`config.mk`:
```
export PLATFORM = sky130hd
export DESIGN_NAME = serial_adder_sub
export DESIGN_NICKNAME = d
export VERILOG_FILES = /design/src/rtl/serial_adder_sub.sv
export SDC_FILE = /design/constraint.sdc
export NUM_CORES = 1
export LEC_CHECK = 0
export BUFFER_PORTS_ARGS = -buffer_cell sky130_fd_sc_hd__buf_2
export CAP_MARGIN = 20
export CORE_ASPECT_RATIO = 0.75
export CORE_MARGIN = 2
export CORE_UTILIZATION = 30
export DETAILED_ROUTE_END_ITERATION = 7
export GPL_ROUTABILITY_DRIVEN = 0
export MAX_ROUTING_LAYER = met4
export SYNTH_ARGS = -nofsm -noshare
export SYNTH_HDL_FRONTEND = slang
export SYNTH_SLANG_ARGS = --single-unit
```
`constraint.sdc`:
```
create_clock -name clk -period 1.22 [get_ports clk]
set_clock_uncertainty 0.05 [all_clocks]
set_input_delay 0.244 -clock clk [delete_from_list [all_inputs] [get_ports clk]]
set_output_delay 0.244 -clock clk [all_outputs]
set_load 0.05 [all_outputs]
```
`src/rtl/serial_adder_sub.sv`:
```
// Bit-serial adder/subtractor: one full-adder cell reused LSB-first
// over WIDTH cycles, with start/done handshake and carry/overflow flags.
module serial_adder_sub #(
  parameter int WIDTH = 8
) (
  input  logic             clk,
  input  logic             rst_n,
  input  logic             start,
  input  logic             sub,
  input  logic             cin,
  input  logic [WIDTH-1:0] a,
  input  logic [WIDTH-1:0] b,
  output logic             busy,
  output logic             done,
  output logic [WIDTH-1:0] sum,
  output logic             cout,
  output logic             ovf
);

  localparam int CW = $clog2(WIDTH) + 1;
  localparam logic [CW-1:0] LAST = CW'(WIDTH - 1);

  localparam logic [1:0] S_IDLE = 2'd0;
  localparam logic [1:0] S_RUN  = 2'd1;
  localparam logic [1:0] S_DONE = 2'd2;

  logic [1:0]       r_state;
  logic [WIDTH-1:0] r_a;
  logic [WIDTH-1:0] r_b;
  logic [CW-1:0]    r_cnt;
  logic             r_c;

  logic             w_s;
  logic             w_c;
  logic [WIDTH-1:0] w_a_nxt;

  assign w_s = r_a[0] ^ r_b[0] ^ r_c;
  assign w_c = (r_a[0] & r_b[0]) | (r_a[0] & r_c) | (r_b[0] & r_c);

  // Result bits enter A's MSB as operand bits leave its LSB
  generate
    if (WIDTH == 1) begin : g_w1
      assign w_a_nxt = w_s;
    end else begin : g_wn
      assign w_a_nxt = {w_s, r_a[WIDTH-1:1]};
    end
  endgenerate

  assign busy = (r_state == S_RUN);
  assign done = (r_state == S_DONE);

  always_ff @(posedge clk) begin
    if (!rst_n) begin
      r_state <= S_IDLE;
      r_a     <= '0;
      r_b     <= '0;
      r_cnt   <= '0;
      r_c     <= 1'b0;
      sum     <= '0;
      cout    <= 1'b0;
      ovf     <= 1'b0;
    end else begin
      unique case (1'b1)
        (r_state == S_IDLE): begin
          if (start) begin
            r_a     <= a;
            r_b     <= sub ? ~b : b;
            r_c     <= sub ? 1'b1 : cin;
            r_cnt   <= '0;
            r_state <= S_RUN;
          end
        end
        (r_state == S_RUN): begin
          r_a   <= w_a_nxt;
          r_b   <= r_b >> 1;
          r_c   <= w_c;
          r_cnt <= r_cnt + CW'(1);
          if (r_cnt == LAST) begin
            r_state <= S_DONE;
            sum     <= w_a_nxt;
            cout    <= w_c;
            // r_c is still the carry into the MSB here
            ovf     <= r_c ^ w_c;
          end
        end
        default: begin
          r_state <= S_IDLE;
        end
      endcase
    end
  end

endmodule

```
* Yosys cells after proc, flatten, opt, wreduce, memory -nomap -nowiden *
Cells that the tools add are included.

word-level totals
  bits in registers = 33
  bits in latches = 0
  RAM bits = 0
  bits in read-only memories = 0
  input port bits = 21
  output and inout port bits = 12
  logic and storage cells = 41
  memories kept = 0

cells by class
  $add $sub $neg = 1
  $mul = 0
  divide/modulo/power cells = 0
  $lt $le $gt $ge = 0
  equality and inequality tests = 5
  shift operators = 0
  multiplexer cells = 13
  bitwise operators = 9
  reduce and logical (&&, ||, !) cells = 5

operators with widths
  operator               count
  $pmux W8 S2            2
  $mux W8                3
  $not A8 Y8             1
  $pmux W4 S2            1
  $reduce_and A2 Y1      3
  $add A4 B1 Y4 const B  1
  $eq A4 B3 Y1 const B   1
  $mux W2                2
  $mux W4                1
  $pmux W2 S2            1
  $and A1 B1 Y1          3
  $xor A1 B1 Y1          3
  $eq A2 B1 Y1 const B   1
  $eq A2 B2 Y1 const B   1
  $logic_not A2 Y1       1
  $mux W1                2
  $ne A2 B1 Y1 const B   1
  $ne A2 B2 Y1 const B   1
  $or A1 B1 Y1           2
  $pmux W1 S2            1
  $reduce_bool A2 Y1     1

* Logic depth before layout (Yosys ltp) *
Gate-level depths: netlist (run 1).

  word-level depth = 4
  mapped depth = 6

* Worst setup path before layout (run 1) *
OpenSTA, ideal clock, no wires.

  path type = flip-flop to output port
  start point = reg r_state[1]
  end point = out done
  arrival = 1.336 ns
  required time = 0.926 ns
  slack = -0.410 ns
  cell stages (with the launch flop) = 4
  cell sequence = dfxtp_1 -> clkbuf_2 -> clkinv_1 -> nor2_1

on the way
  word-level cells in the longest chain between the ends = 1

ends and longest elaborated chain
  item                    RTL line  source
  from (decl)             27        logic [1:0] r_state;
  from (signal assigned)  54        r_state <= S_IDLE;
  from (signal assigned)  70        r_state <= S_RUN;
  from (signal assigned)  79        r_state <= S_DONE;
  $eq A2 B2 Y1            50        assign done = (r_state == S_DONE);
  to (decl)               14        output logic done,

No other way between the ends.

* Worst setup path after layout (run 1) *
Ends and elaborated chain as after synthesis.

==> impl_metrics.csv, run 1 <==
group,metric,value,unit
job,maxCapViolCount,0,
power,p_per_area,1044,nW/um^2
worst_setup_path,worstPathArrival,1.04,ns
outcome,outcome,"complete, but fails checks",
timing,finalWorstSetupSlack,-0.1123,ns
timing,hold_violations,0,
clocking,cts.path.max_buffers,2,
timing,fmax,0.7506,GHz
clocking,clk_latency,0.28,ns
routing,wl_per_cell,13.90,um
layout,drive_gt1_share,54.15,%
logic_synthesis,yosys.area.top_type_share,43.53,%
routing,dr.pass1.iters,4,
worst_setup_path,path_class,"flip-flop to primary output",
logic_synthesis,synth_top_area_cell,"dfxtp_1",
logic_synthesis,syn-num-nets,197,
worst_setup_path,r2r_cells,6,
logic_synthesis,synth.area.top_cells,"dfxtp_1 44%, o21ai_0 7.9%, a21oi_1 6.6%",
floorplan,die_x,86.13,um
worst_setup_path,crit_fanout,6,
floorplan,rows,22,
routing,vias,1432,
logic_synthesis,ys_seq_area_share,43.53,%
timing,finalCriticalPeriod,1.332,ns
floorplan,start_util,31.15,%
power,vdd_drop_max,0.5882,mV
logic_synthesis,yosys_register_bits,33,
routing,drtIter0Drc,108,
logic_synthesis,synthDistinctLibCells,37,
floorplan,num_io_pins,33,
logic_synthesis,synth_warnings,0,
power,leakagePower,0.8995,nW
place,pre_cts_ws,-0.04512,ns
layout,design_area,2402,sq um
clocking,clk_root_buffer_cell,"clkbuf_8",
timing,drv_slew,0,
timing,max_slew_margin,78.91,%
clocking,htreeDepth,2,
place,placed_cell_area,1907,sq um
layout,syn_to_final_growth,58.28,%
global_route,globalRoute.totalOverflow,0,
floorplan,dieArea,5650,sq um
place,io_buffers,32,
global_route,grt_pass1_wl,6237,um
routing,drtAntennaViolNets,0,
global_route,antenna_found_initial,0,
layout,fin_nets,252,
timing,worst_pin_slew,0.3159,ns
routing,drc,0,
worst_setup_path,crit_required,0.93,ns
clocking,cts_buffers,5,
timing,rsz0062_at_grt,"true",
global_route,track_usage,14.31,%
logic_synthesis,synth.avg_cell_area,8.722,sq um
clocking,clock-sinks,33,
routing,viasPerCell,4.955,
timing,finalSetupViolCount,24,
layout,antenna_cells,0,
logic_synthesis,synth_area,1518,sq um
global_route,grt_max_degree,24,
floorplan,core_area,4872,sq um
place,dp_hpwl,2634,um
worst_setup_path,start_kind,"flip-flop",
min_path,holdPathStages,3,
routing,routed_wl,4018,um
floorplan,fp.dieH,65.60,um
worst_setup_path,end_kind,"primary output",
clocking,cts_tree,"built",
min_path,hold_class,"primary input to flip-flop",
outcome,violations,"negative setup slack",
global_route,grt_pass1_vias,1318,
logic_synthesis,postSynthCellCount,174,
clocking,clk_pin_slew,0.07,ns
timing,finalCritPeriodShare,109.2,%
==> worst paths after layout <==
path | slack, ns | from | endpoint
setup reg to reg | -0.06 | r_state[1] | r_b[6]
hold / removal | 0.18 | rst_n | r_a[0]
setup / recovery | -0.11 | r_state[1] | done
hold reg to reg | 0.43 | sum[3] | sum[3]
==> state kept, by name, summed over array words and instances (netlist names) <==
name / cells
r_a: 8
r_b: 8
sum: 8
r_cnt: 4
r_state: 2
cout: 1
ovf: 1
r_c: 1
==> logic make-up (layout without fill, tap and decap cells) <==
group,count (synthesis),after routing,share of synthesized area [%]
xor gates and xnor gates,9,9,5.194
buffers and inverters,18,73,6.017
AOI/OAI and AO/OA,69,69,28.36
DFF,33,33,43.53
and+or+nand+nor,43,43,14.76
adders and majority gates,2,2,2.143
==> stage by stage <==
step | TNS (ns) | util (%) | hold WS [ns] | std cells | power (mW)
detailed placement | -0.2165 | 39.14 | 0.4138 | 275 | 1.546
CTS | -0.6162 | 43.79 | 0.1898 | 287 | 2.421
floorplan | 0 | - | 0.3992 | 174 | 1.396
finish | -0.9526 | 49.31 | 0.1805 | 289 | 2.507
global placement | -0.2310 | 39.14 | 0.4138 | 275 | 1.545
global route | -2.213 | 49.31 | 0.1913 | 289 | 2.634
==> cell usage in the layout (no fill, tap or decap), types with 2 or more instances in the layout <==
cell type	Yosys	routed
inv_1	3	3
nand2_1	10	10
nand2b_4	0	2
o21ai_1	0	11
buf_4	2	17
nor3_1	3	3
o2bb2ai_1	3	3
buf_12	0	4
buf_8	0	3
o21ai_0	24	11
nor2_1	7	5
dfxtp_1	33	26
clkbuf_8	0	6
o21ai_2	0	2
or3b_2	3	2
buf_2	5	30
o221ai_2	0	3
dfxtp_2	0	7
clkbuf_16	0	2
nand3_1	13	4
buf_6	1	5
nand3_4	0	8
a21oi_1	20	10
a22oi_2	0	8
a21oi_2	0	10
xor2_1	8	8
==> power breakdown <==
group	internal [mW]	switching (mW)	total, mW
combinational	0.232	0.226	0.459
sequential	1.14	0.0699	1.21
clock	0.448	0.395	0.843
==> cell type report <==
cell class	count	area (sq um)
multi-input cells	123	1036
well taps	60	75.07
repair buffers	61	509.2
clock buffers	7	86.33
inverters	5	26.28
fillers	453	2470
flip-flops and latches	33	669.4
==> critical path: stages, from the launching register on <==
cell and delay (ns):
dfxtp_2 0.35, buf_6 0.13, clkinv_4 0.05, nor2_4 0.07, buf_6 0.15
==> Yosys cell counts <==
cell type and count:
o21ba_2 1, o22ai_1 2, a21oi_1 20, nand3b_1 1
inv_1 3, a221oi_1 1, inv_2 1, o2bb2ai_1 3
fa_1 1, nor3_1 3, clkbuf_1 3, buf_4 2
o21bai_2 1, a311oi_2 1, o31ai_1 1, a22oi_1 8
o21ai_0 24, clkbuf_2 2, a31oi_1 1, xnor2_1 1
or3_1 1, a211oi_1 1, or3b_2 3, clkinv_1 1
nand3_1 13, xor2_1 8, and3b_1 1, dfxtp_1 33
ha_1 1, buf_6 1, o211a_1 1, nand2_1 10
nand2b_1 3, and4bb_2 1, buf_2 5, o221ai_1 4
nor2_1 7
==> routing by layer <==
metal  routed length, um  up-vias  GRT usage (%)
met3                 216        4          3.894
li1                    -      743              -
met4                  29        0          2.381
met1                2087      646          20.87
met2                1683       39          19.86
met5                   0        -              -
==> timing repair <==
| action | in CTS | in global routing |
|---|---|---|
| setup endpoints to repair | 20 | 30 |
| setup buffers | 5 | 1 |
| pin swaps | 9 | 21 |
| resized for setup | 38 | 47 |
| gates cloned | 0 | 2 |
| hold buffers | 0 | 0 |
| hold endpoints to repair | 0 | 0 |
Power figures use the tool's default switching activity.
==> inputs of run 2 (changes only) <==
Settings changed: CTS_BUF_LIST set to sky130_fd_sc_hd__clkbuf_4, GPL_TIMING_DRIVEN set to 0.
==> impl_metrics.csv, run 2 (synthesized netlist as in run 1, its figures left out) <==
group,metric,value,unit
outcome,outcome,"complete, but fails checks",
outcome,violations,"negative setup slack",
timing,rsz0062_at_grt,"true",
layout,top_regs,"r_a: 8 flops, r_b: 8 flops, sum: 8 flops",
global_route,track_usage,17.44,%
worst_setup_path,path_buf_inv,3,
timing,worst_pin_slew,0.7225,ns
routing,drc,0,
worst_setup_path,crit_family,"flip-flops",
worst_setup_path,path_class,"flip-flop to primary output",
layout,fillers,438,
clocking,cts_buffers,5,
worst_setup_path,worst_path_most_repeated_cell,"buf_8",
timing,finalCriticalPeriod,1.438,ns
routing,wl_per_cell,15.98,um
clocking,clk_pin_slew,0.10,ns
timing,fmax,0.6955,GHz
layout,mostFrequentLayoutCell,"buf_6",
worst_setup_path,crit_fanout,2,
global_route,grt_max_degree,11,
global_route,antenna_found_initial,0,
place,dpl.cell_count,264,
place,dp_hpwl,2712,um
timing,drv_slew,0,
power,p_per_area,913.3,nW/um^2
layout,drive_gt1_share,63.45,%
timing,hold_violations,0,
worst_setup_path,worstPathCellList,"nand2b_4 -> inv_4 -> buf_8 -> buf_8",
worst_setup_path,max_stage_delay,0.36,ns
job,maxCapViolCount,0,
timing,finalCritPeriodShare,117.9,%
worst_setup_path,worstPathArrival,1.14,ns
global_route,grt_pass1_wl,7272,um
layout,antenna_cells,0,
routing,drtAntennaViolNets,0,
place,placed_cell_area,1757,sq um
timing,finalWorstSetupSlack,-0.2178,ns
routing,drtIter0Drc,120,
worst_setup_path,r2r-start,"r_state[1]",
min_path,hold_start,"b[1]",
global_route,grt_pass1_vias,1498,
routing,viasPerCell,5.356,
timing,finalSetupViolCount,30,
floorplan,core_area,4872,sq um
timing,whs,0.1127,ns
worst_setup_path,end_kind,"primary output",
floorplan,start_util,31.15,%
clocking,clk_latency,0.35,ns
routing,routed_wl,4763,um
worst_setup_path,crit_start,"r_state[1]",
clocking,clk_root_buffer_cell,"clkbuf_4",
min_path,hold_class,"primary input to flip-flop",
layout,syn_to_final_growth,66.36,%
worst_setup_path,start_kind,"flip-flop",
layout,stdcell_count,298,
global_route,globalRoute.totalOverflow,0,
layout,design_area,2525,sq um
floorplan,num_io_pins,33,
clocking,hold_buffers,0,
floorplan,fp.dieH,65.60,um
worst_setup_path,slowest_stage,"dfxtp_2",
power,vdd_drop_max,0.3967,mV
worst_setup_path,crit_required,0.93,ns
layout,final_cell_mix,"20 x buf_6, 19 x buf_2, 17 x buf_4, 17 x dfxtp_1, 16 x o21ai_2",
power,leakagePower,0.9450,nW
place,io_buffers,30,
layout,fin_nets,260,
routing,dr.pass1.iters,4,
clocking,htreeDepth,2,
clocking,clock-sinks,33,
floorplan,dieArea,5650,sq um
clocking,cts.path.max_buffers,2,
timing,max_slew_margin,51.83,%
floorplan,die_x,86.13,um
place,pre_cts_ws,-0.2593,ns
routing,vias,1596,
clocking,cts_tree,"built",
floorplan,rows,22,
run 2: worst register-to-register path: stages (launching register included):
cell and delay, ns:
dfxtp_2 0.35, nand2b_4 0.15, buf_4 0.14, buf_8 0.14, or3_1 0.34, a31oi_1 0.12
run 2: path summary, 6_finish.rpt:
path | to | slack [ns] | cells past startpoint
setup / recovery | busy | -0.22 | 4
hold / removal | r_b[1] | 0.11 | 4
setup reg to reg | r_cnt[3] | -0.13 | 5
hold reg to reg | sum[0] | 0.41 | 2
run 2: where the power goes:
part / internal, mW / total [mW] / switching, mW / leakage, nW
registers: 1.13 / 1.21 / 0.0769 / 0.278
logic: 0.245 / 0.496 / 0.252 / 0.637
clock network: 0.208 / 0.601 / 0.393 / 0.0300
total: 1.58 / 2.31 / 0.721 / 0.945
run 2: layer usage:
layer | up-vias | GRT usage (%) | routed length, um
met5 | - | - | 0
met3 | 18 | 4.523 | 289
met4 | 0 | 7.143 | 103
met1 | 752 | 21.86 | 2129
li1 | 766 | - | -
met2 | 60 | 26.84 | 2241
run 2: what timing repair did:
action,in CTS,in global routing
pin swaps,13,29
gates cloned,5,0
buffers inserted,11,11
resized for setup,80,87
setup endpoints to repair,44,43
run 2: final cells by class:
type / instances / area [sq um] / share of cell area [%]
timing repair buffer: 56 / 473.0 / 18.73
clock inverter: 3 / 12.51 / 0.4955
tap: 60 / 75.07 / 2.973
buffer: 12 / 111.4 / 4.410
inverter: 5 / 33.78 / 1.338
sequential: 33 / 688.2 / 27.25
multi-input combinational: 124 / 1094 / 43.31
clock buffer: 5 / 37.54 / 1.487
run 2: per-stage QoR:
stage                     TNS [ns]  utilization, %  total power [mW]
after detailed placement    -3.213           36.06             1.496
after CTS                   -1.532           44.04             2.176
final                       -2.185           51.82             2.306
after global routing        -3.840           51.82             2.421
after global placement      -2.938           36.06             1.495
after floorplan                  0               -             1.396
